[src/rtl/calc_pkg.sv]
// Shared constants and types for the calculator display controller.
package calc_pkg;

  localparam int unsigned NUM_DIGITS = 8;
  localparam int unsigned DIGIT_W    = 4;
  localparam int unsigned SLOT_W     = 3;

  localparam logic [1:0] ST_ERRO  = 2'b00;
  localparam logic [1:0] ST_BUSY  = 2'b01;
  localparam logic [1:0] ST_READY = 2'b10;
  localparam logic [1:0] ST_PRINT = 2'b11;

  localparam logic [DIGIT_W-1:0] POS_EOF = 4'd8;

  // Active-low {g,f,e,d,c,b,a}
  localparam logic [6:0] SEG_BLANK = 7'h7F;
  localparam logic [6:0] SEG_E     = 7'h06;
  localparam logic [6:0] SEG_R     = 7'h2F;
  localparam logic [6:0] SEG_O     = 7'h23;

  typedef enum logic [1:0] {
    IDLE    = 2'd0,
    CAPTURE = 2'd1,
    ERROR   = 2'd2
  } disp_state_t;

endpackage

[src/rtl/calc_display_ctrl_seg7_decoder.sv]
// BCD value to active-low seven-segment glyph; values 10-15 render blank.
module seg7_decoder
  import calc_pkg::*;
(
  input  logic [DIGIT_W-1:0] value,
  output logic [6:0]         seg_c
);

  always_comb begin
    seg_c = SEG_BLANK;
    case (value)
      4'd0:    seg_c = 7'h40;
      4'd1:    seg_c = 7'h79;
      4'd2:    seg_c = 7'h24;
      4'd3:    seg_c = 7'h30;
      4'd4:    seg_c = 7'h19;
      4'd5:    seg_c = 7'h12;
      4'd6:    seg_c = 7'h02;
      4'd7:    seg_c = 7'h78;
      4'd8:    seg_c = 7'h00;
      4'd9:    seg_c = 7'h10;
      default: seg_c = SEG_BLANK;
    endcase
  end

endmodule

[src/rtl/calc_display_ctrl.sv]
// Receives digit-print writes from the calculator core, commits whole frames
// atomically and scans them onto eight multiplexed seven-segment displays.
module calc_display_ctrl
  import calc_pkg::*;
#(
  parameter int unsigned REFRESH_DIV = 100000
) (
  input  logic               clock,
  input  logic               reset,
  input  logic [1:0]         status,
  input  logic [DIGIT_W-1:0] data,
  input  logic [DIGIT_W-1:0] pos,
  output logic [7:0]         an,
  output logic [7:0]         seg,
  output logic               frame_ok
);

  localparam int unsigned DIV_W = (REFRESH_DIV > 1) ? $clog2(REFRESH_DIV) : 1;

  disp_state_t        state_q, state_d;
  logic               shadow_clr, shadow_wr, commit;
  logic [DIGIT_W-1:0] shadow_q [NUM_DIGITS];
  logic [DIGIT_W-1:0] disp_q   [NUM_DIGITS];
  logic [DIV_W-1:0]   div_q;
  logic [SLOT_W-1:0]  slot_q;
  logic [SLOT_W-1:0]  hi_slot;
  logic [DIGIT_W-1:0] cur_digit;
  logic [6:0]         dec_seg;
  logic [6:0]         glyph;
  logic               dp_n;

  always_ff @(posedge clock or negedge reset) begin
    if (!reset) state_q <= IDLE;
    else        state_q <= state_d;
  end

  // Error has priority over everything and never clears on its own
  always_comb begin
    state_d    = state_q;
    shadow_clr = 1'b0;
    shadow_wr  = 1'b0;
    commit     = 1'b0;
    if (status == ST_ERRO) begin
      state_d = ERROR;
    end else begin
      case (state_q)
        IDLE: begin
          if (status == ST_PRINT) begin
            state_d    = CAPTURE;
            shadow_clr = 1'b1;
            shadow_wr  = (pos < POS_EOF);
          end
        end
        CAPTURE: begin
          if (status == ST_PRINT) begin
            if (pos < POS_EOF) begin
              shadow_wr = 1'b1;
            end else if (pos == POS_EOF) begin
              commit  = 1'b1;
              state_d = IDLE;
            end
          end else begin
            state_d = IDLE;
          end
        end
        default: state_d = ERROR;
      endcase
    end
  end

  always_ff @(posedge clock or negedge reset) begin
    if (!reset) begin
      for (int i = 0; i < NUM_DIGITS; i++) begin
        shadow_q[i] <= '0;
        disp_q[i]   <= '0;
      end
    end else begin
      for (int i = 0; i < NUM_DIGITS; i++) begin
        if (shadow_clr) shadow_q[i] <= '0;
        if (shadow_wr && (pos[SLOT_W-1:0] == SLOT_W'(i))) shadow_q[i] <= data;
      end
      if (commit) disp_q <= shadow_q;
    end
  end

  // Refresh divider and scan slot
  always_ff @(posedge clock or negedge reset) begin
    if (!reset) begin
      div_q  <= '0;
      slot_q <= '0;
    end else if (div_q == DIV_W'(REFRESH_DIV - 1)) begin
      div_q  <= '0;
      slot_q <= slot_q + SLOT_W'(1);
    end else begin
      div_q  <= div_q + DIV_W'(1);
    end
  end

  always_comb begin
    hi_slot = '0;
    for (int i = 0; i < NUM_DIGITS; i++) begin
      if (disp_q[i] != '0) hi_slot = SLOT_W'(i);
    end
  end

  assign cur_digit = disp_q[slot_q];

  seg7_decoder u_dec (
    .value (cur_digit),
    .seg_c (dec_seg)
  );

  // Slot 0 is never blanked so an empty buffer still reads "0"
  always_comb begin
    glyph = SEG_BLANK;
    dp_n  = 1'b1;
    if (state_q == ERROR) begin
      case (slot_q)
        3'd3:       glyph = SEG_E;
        3'd2, 3'd1: glyph = SEG_R;
        3'd0:       glyph = SEG_O;
        default:    glyph = SEG_BLANK;
      endcase
    end else begin
      if ((slot_q == '0) || (slot_q <= hi_slot)) glyph = dec_seg;
      dp_n = !((slot_q == '0) && (status == ST_BUSY));
    end
  end

  always_ff @(posedge clock or negedge reset) begin
    if (!reset) begin
      an       <= 8'hFF;
      seg      <= 8'hFF;
      frame_ok <= 1'b0;
    end else begin
      an       <= ~(8'b1 << slot_q);
      seg      <= {dp_n, glyph};
      frame_ok <= commit;
    end
  end

endmodule

[config.mk]
export PLATFORM = sky130hd
export DESIGN_NAME = calc_display_ctrl
export DESIGN_NICKNAME = d
export VERILOG_FILES = /design/src/rtl/calc_pkg.sv /design/src/rtl/calc_display_ctrl_seg7_decoder.sv /design/src/rtl/calc_display_ctrl.sv
export SDC_FILE = /design/constraint.sdc
export NUM_CORES = 1
export LEC_CHECK = 0
export CAP_MARGIN = 20
export CORE_MARGIN = 2
export CORE_UTILIZATION = 40
export DETAILED_ROUTE_END_ITERATION = 8
export HOLD_SLACK_MARGIN = 0.1
export PLACE_DENSITY_LB_ADDON = 0.15
export SKIP_LAST_GASP = 1
export SYNTH_ARGS = -nofsm -noshare
export SYNTH_HDL_FRONTEND = slang
export SYNTH_SLANG_ARGS = --single-unit
[constraint.sdc]
create_clock -name clock -period 2.8 [get_ports clock]
set_input_delay 0.42 -clock clock [delete_from_list [all_inputs] [get_ports clock]]
set_output_delay 0.42 -clock clock [all_outputs]
set_load 0.05 [all_outputs]
==> results.cfg, run 1 <==
[clock_network]
cts.clk_slew.worst_paths_ps = 70
cts_root_buffer = clkbuf_16
postCtsHoldBufs = 0
post-cts-setup-buffers = 0
clk_latency_ps = 340
htreeDepth = 3
cts.sink_count = 103
clk_path_buf_depth = 2
cts_resized = 0
cts_made_buffers = 9
cts_tree = built

[timing]
maxSlewHeadroom = 0.578
fin_crit_ps = 2590
drv_slew = 0
rsz0062_at_grt = no
post-route-period-util = 0.924
report.final.hold_viol_count = 0
worst_pin_slew_ps = 633
clock.fmax_ghz = 0.386
clock_skew_ps = 6.18
setup_violations = 0

[worst_setup_path]
cp-start-kind = register
r2r_slack_ps = 210
crit_required_ps = 3070
rr_startpoint = disp_q[8]$_DFFE_PN0P_
crit_start = disp_q[8]$_DFFE_PN0P_
cp-end-kind = register
path_class = register to register
ff2ff_path_depth = 10
reg2reg_to = seg[3]$_DFF_PN1_
critPathCapture = seg[3]$_DFF_PN1_
cp_max_fo = 6
cp.arrival_ps = 2860

[synthesis]
syn_inst = 486
netlist_area_mm2 = 0.00481
ys_warn_count = 0
ys.flop_type = dfrtp_1
yosysTopAreaCell = dfrtp_1
synth_seq_cells = 103
syn_avg_cell_area_um2 = 9.90
syn-num-nets = 517
synth.most_common_cell = nand2_1
synthTopCellsByCount = nand2_1, dfrtp_1, o21ai_0
async_flop_share = 1.00
seq_area_frac_synth = 0.540
synth_edf_count = 0
synth_area_leaders = dfrtp_1, nand2_1, dfstp_2
synth_top_area_frac = 0.453
synth.distinct_cells = 52

[place]
portBuffers = 28
dp_hpwl_um = 7050
place_area_mm2 = 0.00534
place.gp.congestion = 0.836

[final_layout]
n_antenna_cell = 0
postLayoutCoreUtil = 0.473
area_delta_synth_final_pct = 16.7
drive_gt1_frac = 0.113
final_area_mm2 = 0.00562
nets = 555

[power]
ir_drop_mv = 0.238
p_leak_nw = 2.65
p_per_area_mw_per_mm2 = 490

[route]
drt-initial-drc-count = 250
avgViaCountPerCell = 5.07
drc = 0
ant_nets = 0
first_pass_iters = 6
wire_per_inst_um = 14.7
routed_wl_um = 9930
num_vias = 3428

[floorplan]
dieHeight_um = 114
die_w_um = 114
io_pins = 29
rows = 40
die-area_mm2 = 0.0129
core_mm2 = 0.0119
initial_core_util = 0.406

[grt]
antenna_found_initial = 0
track_usage = 0.170
grt_pass1_wl_um = 17200
grt_max_degree = 54
grt_pass1_vias = 3372
grt-ovfl-total = 0

[status]
status = finished, final reports clean

[flow_run]
cap_violations = 0

[min_path]
hp-class = input port to async pin
cell families after synthesis:
logic type               Yosys count  synth area share
multiplexers                      14            0.0567
adder cells (fa/ha/maj)           19            0.0494
buffers and inverters             33            0.0276
XOR/XNOR                          16            0.0291
flip-flops                       103             0.540
AND/OR/NAND/NOR                  244             0.226
AO/OA/AOI/OAI                     57            0.0715
how the worst min path moves through the flow:
stage / cells past startpoint / start / to / slack (ps)
after floorplan: 0 / reset / disp_q[0]$_DFFE_PN0P_ / 120
final: 1 / reset / div_q[5]$_DFF_PN0_ / 100
after CTS: 1 / reset / div_q[5]$_DFF_PN0_ / 120
after global placement: 2 / shadow_q[0]$_DFFE_PN0P_ / disp_q[0]$_DFFE_PN0P_ / 450
after global routing: 1 / reset / div_q[5]$_DFF_PN0_ / 150
after detailed placement: 2 / shadow_q[0]$_DFFE_PN0P_ / disp_q[0]$_DFFE_PN0P_ / 450
per-layer routing:
metal  routed length [um]  vias to the layer above  global-route usage
met5                    0                        -                   0
met4                  194                        0              0.0724
met3                  309                       15              0.0244
met2                 4620                       64               0.267
met1                 4800                     1637               0.237
li1                     -                     1712                   -
worst max-delay path: stages, from the launching register on:
cell and delay, ps:
dfrtp_1 390, or4_1 530, nand2b_1 180, nor2_1 150, ha_1 270, nor2_1 150
a311oi_2 60, buf_4 160, a211oi_4 330, nand3_1 110, and3_1 190
through the flow:
step                worst slack (ps)  cells  power [W]  hold WS (ps)  TNS (ps)
global placement                32.6    660    0.00165           454         0
floorplan                        222    486    0.00158           124         0
CTS                              158    676    0.00279           124         0
global route                    41.1    676    0.00287           147         0
detailed placement             -23.2    660    0.00165           455     -29.1
finish                           212    676    0.00275           102         0
area by class of cell:
type                    count  area, um2
flip-flops and latches    103       2600
repair buffers             43        415
fillers                  1149       6250
multi-input cells         350       2090
clock inverters             3       21.3
inverters                  17       63.8
clock buffers              13        240
well taps                 147        184
report_power, final:
part / leakage (nW) / switching (W) / total (W) / internal [W]
Clock: 0.124 / 0.000527 / 0.00113 / 0.000605
Sequential: 1.36 / 0.0000131 / 0.00152 / 0.00151
Combinational: 1.16 / 0.0000609 / 0.0000966 / 0.0000356
Total: 2.65 / 0.000601 / 0.00275 / 0.00215
placed cells by master, fill, tap and decap left out, types with 3 or more instances in the layout:
| cell | n |
|---|---|
| nand4_1 | 3 |
| mux4_1 | 4 |
| nand3_1 | 27 |
| mux2i_1 | 4 |
| nor3_1 | 4 |
| nand2b_1 | 4 |
| ha_1 | 19 |
| nand3b_1 | 4 |
| xor2_1 | 7 |
| clkdlybuf4s50_1 | 27 |
| buf_4 | 14 |
| mux4_2 | 4 |
| xnor2_1 | 9 |
| a21oi_1 | 5 |
| o21ai_0 | 36 |
| nor2b_1 | 3 |
| dfrtp_1 | 87 |
| nor2_1 | 25 |
| nor4_1 | 6 |
| clkbuf_1 | 4 |
| clkbuf_16 | 9 |
| nand2_1 | 151 |
| dfstp_2 | 16 |
| inv_1 | 16 |
state kept, by name, indices dropped and copies added, names as in the netlist:
name,count
div_q,17
disp_q,32
shadow_q,32
frame_ok,1
an,8
seg,8
slot_q,3
state_q,2
Power figures use the tool's default switching activity.
==> run 2, diff against run 1 <==
--- a/config.mk
+++ b/config.mk
@@ -5,12 +5,14 @@
 export SDC_FILE = /design/constraint.sdc
 export NUM_CORES = 1
 export LEC_CHECK = 0
+export ABC_CLOCK_PERIOD_IN_PS = 2800
 export CAP_MARGIN = 20
 export CORE_MARGIN = 2
 export CORE_UTILIZATION = 40
 export DETAILED_ROUTE_END_ITERATION = 8
 export HOLD_SLACK_MARGIN = 0.1
 export PLACE_DENSITY_LB_ADDON = 0.15
+export SETUP_SLACK_MARGIN = 0.2
 export SKIP_LAST_GASP = 1
 export SYNTH_ARGS = -nofsm -noshare
 export SYNTH_HDL_FRONTEND = slang
==> run 2 against run 1 <==
Fmax increased by 2.5%. Sequential share of layout area down 0.72 points. Register-to-register slack improved by 60 ps. First-iteration DRC count decreased by 23%. Wire length rose by 0.59%. Worst setup slack improved by 63 ps. Design area rose by 1.6%.
==> results.cfg, run 2 (synthesis gave the netlist of run 1 again) <==
[status]
status = finished, final reports clean

[timing]
clock.fmax_ghz = 0.396
fin_crit_ps = 2530
clock_skew_ps = 6.27
report.final.hold_viol_count = 0
fin_ws_ps = 275
worst_pin_slew_ps = 632
holdWs_ps = 104
drv_slew = 0
maxSlewHeadroom = 0.578
setup_violations = 0
rsz0062_at_grt = yes
post-route-period-util = 0.902

[worst_setup_path]
crit_required_ps = 3060
path_class = register to register
cp.arrival_ps = 2780
crit_cells = 9
crit_family = simple AND/OR/NAND/NOR gates
path_cells = or4_4, nand2b_4, nor2_1, ha_1, nor2_2, a311oi_2, a21o_1, nor4b_1, a211oi_2
max_stage_delay_ps = 540
cp-end-kind = register
critPathBufInv = 0
cp-start-kind = register
ff2ff_path_depth = 9
cp_max_fo = 6
cp_slowest_cell = or4_4

[flow_run]
cap_violations = 0

[power]
p_per_area_mw_per_mm2 = 482
ir_drop_mv = 0.238
p_leak_nw = 2.69

[floorplan]
die-area_mm2 = 0.0129
core_mm2 = 0.0119
die_w_um = 114
dieHeight_um = 114
initial_core_util = 0.406
io_pins = 29
rows = 40

[final_layout]
area_delta_synth_final_pct = 18.6
instances_no_fill = 679
mostFrequentLayoutCells = nand2_1, dfrtp_1, o21ai_0
final_common_cell = nand2_1
nets = 558
drive_gt1_frac = 0.133
reg_top3 = disp_q x32, shadow_q x32, div_q x17
n_antenna_cell = 0
fillers = 1144

[place]
dp_worst_setup_slack_ps = -23.2
dp_cells = 660
place.gp.congestion = 0.836
portBuffers = 28
dp_hpwl_um = 7050

[clock_network]
clk_path_buf_depth = 2
cts.clk_slew.worst_paths_ps = 70
cts_made_buffers = 9
cts.sink_count = 103
cts_tree = built
clk_latency_ps = 340
cts_root_buffer = clkbuf_16
htreeDepth = 3

[grt]
grt_max_degree = 54
grt_use_met3 = 0.0244
grt-ovfl-total = 0
top_usage_layer = met2
grt_pass1_wl_um = 17300
met2_usage = 0.269
track_usage = 0.170
met1_usage = 0.237
antenna_found_initial = 0
grt_pass1_vias = 3380

[route]
ant_nets = 0
routed_wl_um = 9980
drc = 0
first_pass_iters = 4
avgViaCountPerCell = 5.02
wire_per_inst_um = 14.7
num_vias = 3408
drt-initial-drc-count = 193

[min_path]
hp-class = input port to async pin
-- run 2: worst paths after layout --
| path | startpoint | to | slack [ps] |
|---|---|---|---|
| setup / recovery | disp_q[8]$_DFFE_PN0P_ | seg[6]$_DFF_PN1_ | 270 |
| setup reg to reg | disp_q[8]$_DFFE_PN0P_ | seg[6]$_DFF_PN1_ | 270 |
| min in group clock | state_q[1]$_DFFE_PN0P_ | state_q[0]$_DFFE_PN0P_ | 470 |
| hold reg to reg | state_q[1]$_DFFE_PN0P_ | state_q[0]$_DFFE_PN0P_ | 470 |
| max in group asynchronous | reset | disp_q[1]$_DFFE_PN0P_ | 1990 |
| hold / removal | reset | div_q[5]$_DFF_PN0_ | 100 |
-- run 2: power breakdown --
group	internal [W]	total (W)	switching (W)
clock	0.000605	0.00113	0.000525
combinational	0.0000362	0.0000975	0.0000612
sequential	0.00151	0.00152	0.0000128
total	0.00215	0.00275	0.000599
-- run 2: area by class of cell --
type | instances | area, um2 | area share
multi-input cells | 350 | 2160 | 0.379
inverters | 17 | 63.8 | 0.0112
repair buffers | 46 | 438 | 0.0768
clock buffers | 13 | 240 | 0.0421
clock inverters | 3 | 21.3 | 0.00373
well taps | 147 | 184 | 0.0322
flip-flops and latches | 103 | 2600 | 0.455
-- run 2: per-stage QoR --
step | power [W] | instance area [um2] | setup TNS (ps) | util
after global placement | 0.00165 | 5340 | 0 | 0.450
after CTS | 0.00279 | 5620 | 0 | 0.474
after detailed placement | 0.00165 | 5340 | -29.1 | 0.450
after floorplan | 0.00158 | 4810 | 0 | -
after global routing | 0.00287 | 5700 | 0 | 0.481
final | 0.00275 | 5700 | 0 | 0.481
-- run 2: timing repair --
action	CTS	global route
pin swaps	2	6
setup buffers	1	2
gates resized for setup	1	14
hold buffers	0	0
cloned	0	0
endpoints found under the setup margin	3	8
-- run 2: per-layer routing --
layer,up-vias,part of all wire,routed length (um)
li1,1716,-,-
met1,1620,0.47,4740
met2,57,0.48,4770
met3,15,0.028,277
met4,0,0.020,196
met5,-,0,0
